$ cat config.mk
export PLATFORM = sky130hd
export DESIGN_NAME = rr_arbiter8
export DESIGN_NICKNAME = d
export VERILOG_FILES = /design/src/rtl/rr_arbiter8.sv
export SDC_FILE = /design/constraint.sdc
export NUM_CORES = 1
export LEC_CHECK = 0
export ABC_AREA = 0
export CORE_MARGIN = 2
export CORE_UTILIZATION = 30
export DETAILED_ROUTE_END_ITERATION = 10
export PLACE_DENSITY = 0.58
export SLEW_MARGIN = 20
export SYNTH_ARGS = -nofsm -noshare
export SYNTH_HDL_FRONTEND = slang
export SYNTH_SLANG_ARGS = --single-unit
$ cat constraint.sdc
create_clock -name clk -period 7.07 [get_ports clk]
set_clock_uncertainty 0.15 [all_clocks]
set_input_delay 1.414 -clock clk [delete_from_list [all_inputs] [get_ports clk]]
set_output_delay 1.414 -clock clk [all_outputs]
set_load 0.01 [all_outputs]
$ cat src/rtl/rr_arbiter8.sv
// Round-robin arbiter for 8 requesters: rotating-priority pick, registered one-hot
// grant held until the requester drops or MAX_HOLD cycles elapse.
module rr_arbiter8 #(
  parameter int MAX_HOLD = 16,
  parameter int CNT_W    = 8
) (
  input  logic       clk,
  input  logic       rst_n,
  input  logic       en,
  input  logic [7:0] req,
  output logic [7:0] gnt,
  output logic [2:0] gnt_idx,
  output logic       gnt_valid,
  output logic       timeout
);

  typedef enum logic {IDLE, GRANT} state_t;

  state_t           state, state_nx;
  logic [2:0]       ptr, ptr_nx;
  logic [CNT_W-1:0] cnt, cnt_nx;
  logic [7:0]       gnt_nx;
  logic [2:0]       idx_nx;
  logic             to_nx;
  logic [2:0]       win_idx;
  logic             win_vld;

  // Circular search from ptr; walking offsets high-to-low lets offset 0 win last.
  always_comb begin
    win_idx = '0;
    win_vld = 1'b0;
    for (int k = 7; k >= 0; k--) begin
      if (req[ptr + 3'(k)]) begin
        win_idx = ptr + 3'(k);
        win_vld = 1'b1;
      end
    end
  end

  always_comb begin
    state_nx = state;
    ptr_nx   = ptr;
    cnt_nx   = cnt;
    gnt_nx   = gnt;
    idx_nx   = gnt_idx;
    to_nx    = 1'b0;
    if (!en) begin
      // Disable drops the grant but keeps ptr so priority survives the pause.
      state_nx = IDLE;
      cnt_nx   = '0;
      gnt_nx   = '0;
      idx_nx   = '0;
    end else begin
      case (state)
        IDLE: begin
          gnt_nx = '0;
          idx_nx = '0;
          if (win_vld) begin
            state_nx = GRANT;
            gnt_nx   = 8'd1 << win_idx;
            idx_nx   = win_idx;
            cnt_nx   = '0;
          end
        end
        GRANT: begin
          if (!req[gnt_idx] || cnt == CNT_W'(MAX_HOLD - 1)) begin
            state_nx = IDLE;
            gnt_nx   = '0;
            idx_nx   = '0;
            cnt_nx   = '0;
            ptr_nx   = gnt_idx + 3'd1;
            to_nx    = req[gnt_idx];
          end else begin
            cnt_nx = cnt + CNT_W'(1);
          end
        end
        default: state_nx = IDLE;
      endcase
    end
  end

  always_ff @(posedge clk or negedge rst_n) begin
    if (!rst_n) begin
      state     <= IDLE;
      ptr       <= '0;
      cnt       <= '0;
      gnt       <= '0;
      gnt_idx   <= '0;
      gnt_valid <= 1'b0;
      timeout   <= 1'b0;
    end else begin
      state     <= state_nx;
      ptr       <= ptr_nx;
      cnt       <= cnt_nx;
      gnt       <= gnt_nx;
      gnt_idx   <= idx_nx;
      gnt_valid <= |gnt_nx;
      timeout   <= to_nx;
    end
  end

endmodule

==> reports/metrics.cfg <==
[synthesis]
synth_ff_type=dfrtp_1
synthCells=208
synth_nets=223
seq_area_frac_synth_pct=29.4
yosysWarnings=0
synth_top_family_by_area=multiplexers
synthAdderAreaFrac_pct=2.36
synth-simple-area-share_pct=14.4
synth.distinct_cells=53
synth-edff-count=0
synthMuxAreaShare_pct=25.9
syn_area_per_cell_um2=10.2
synth_area_um2=2120
synth_compound_area_share_pct=20.2
synth_async_sr_flop_share_pct=100
synthXorXnorAreaFrac_pct=2.06
ys_ff_latch=25

[floorplanning]
core_area_um2=6830
fp.dieW_um=88.2
start_util_pct=31.1
boundaryPins=24
floorplan.die_area_um2=7770
die_y_um=88.2
rows=30

[sta]
setup_viol=0
rsz0062_at_grt=no
hold_viol_final=0
worst_pin_slew_ns=0.735
max_freq_mhz=244
setup_slack_ns=2.98
tns_ns=0
holdWs_ns=0.355
relSlewSlack_pct=51.0
period_needed_ns=4.09
fin_crit_sh_pct=57.9
slew_viol_final=0

[place]
dp_hpwl_um=3690
gp_congestion=0.902
dpl_cell_area_um2=2400
port_buffers=23
pre_cts_slack_ns=2.93
placed_cells=317

[finish]
utilization_pct=35.8
nNetsFinal=241
instances_no_fill=321
antenna_cells=0
final_cell_mix=dfrtp_1, clkdlybuf4s50_1, nand2_1
final_area_um2=2440
areaGrowthSynthToFinish_pct=15.1
final_common_cell=dfrtp_1
drive_above_1_share_pct=18.2

[critical_path]
path_max_fanout=18
endpoint_kind=flop
crit_arrival_ns=4.11
startpoint_type=flop
startpoint=ptr[0]
r2r-start=ptr[0]
reg2reg_to=gnt[7]
reg2reg_depth=9
crit_required_ns=7.09
crit_type=reg2reg
regToRegSetupSlack_ns=2.98

[clock_tree]
cts.root.buffer_cell=clkbuf_8
cts_sinks=25
cts_buffers=3
post_cts_buffers=0
cts_buffer_depth=2
path_clk_slew_ns=0.09
htreeDepth=1
insertion_delay_ns=0.27
cts_hold_buf=0
cts_resized=0
cts_tree=built

[detailed_routing]
routed_wl_um=5100
top_layer=met4
via_per_inst=5.50
met2_length_um=2460
dr_total_vias=1765
routed-wl-met3_um=190
ant_nets=0
drt_first_pass_iters=4
drc_errors=0
wire_per_inst_um=15.9
first_iter_violations=152
wirelength_met1_um=2420

[min_path]
hold_path.class=reg2reg
min_from=cnt[7]
whs_endpoint=cnt[7]
whs_path_depth=1

[run_status]
status=complete, no violations

[grt]
antenna_found_initial=0
overflow=0
grt_pass1_vias=1697
grt_max_degree=26
grt_pass1_wl_um=8540
track_usage_pct=13.7

[power_and_ir_drop]
power_leakage_nw=1.03
p_per_area_nw_per_um2=451
power_mw=1.10
peakVddDrop_mv=0.159

[run]
cap_violations=0

-- registers in the layout, summed over array words and instances (netlist names) --
register	count
gnt	8
cnt	8
state	1
gnt_idx	3
ptr	3
gnt_valid	1
timeout	1
-- power breakdown --
part,internal (mW),total (mW),switching (mW)
Sequential,0.176,0.248,0.0726
Combinational,0.367,0.767,0.400
Clock,0.0400,0.0871,0.0471
Total,0.582,1.10,0.519
-- worst max path at each step --
stage                        end  slack, ns
final                     gnt[7]       2.98
after global routing      gnt[7]       2.71
after CTS                 gnt[7]       2.95
after detailed placement  gnt[7]       2.93
after global placement    gnt[7]       2.96
after floorplan           gnt[7]       3.78
-- layout make-up --
| class | count | area, µm² |
|---|---|---|
| fill | 694 | 4390 |
| multi-input combinational | 163 | 1380 |
| sequential | 25 | 626 |
| timing repair buffer | 24 | 238 |
| tap | 96 | 120 |
| clock buffer | 3 | 41.3 |
| inverter | 9 | 33.8 |
| clock inverter | 1 | 7.51 |
-- Yosys cell counts (2+ instances only) --
master    count  area share (%)
mux4_1        2             2.5
clkbuf_1      4            0.71
nand2_1      19             3.4
nor2_1       13             2.3
nand2b_1      2            0.59
a221o_1       4             1.9
ha_1          4             2.4
inv_2         2            0.35
mux2i_1       7             3.3
mux2_2       12             6.4
a21oi_1       6             1.4
mux2_4        2             1.4
buf_6         3             1.6
and3_1        5             1.5
a211o_1       2            0.82
o211ai_1      2            0.71
dfrtp_1      25              29
a22o_1        3             1.2
a31oi_1       3            0.88
a32o_1        5             2.4
mux4_2       11              12
and2_1        5             1.5
inv_1         7             1.2
nor4_1        3            0.88
o21ai_1       3            0.71
nand3_1       4            0.94
o21ai_0      15             3.5
buf_4         3             1.1
a21o_1        3             1.1
nor3_1        2            0.47
xor2_1        5             2.1
-- worst max-delay path, cell delays in order (launching register included) --
cell,delay (ns)
dfrtp_1,0.83
inv_1,0.27
ha_1,0.79
mux4_1,0.70
mux2_2,0.34
nor2_1,0.13
o221ai_2,0.11
o22ai_2,0.33
inv_2,0.06
a32o_2,0.27
-- metal layers --
metal	global-route usage, %	vias to the layer above
li1	-	837
met1	19.3	880
met2	22.6	42
met3	1.70	6
met4	3.17	0
met5	0	-
-- kinds of logic after synthesis --
| logic type | count (synthesis) |
|---|---|
| compound gates | 58 |
| buf+inv | 20 |
| simple gates | 61 |
| flops | 25 |
| fa+ha+maj | 4 |
| mux | 35 |
| xor+xnor | 5 |
Note: power is estimated with default switching activity, not from simulation.
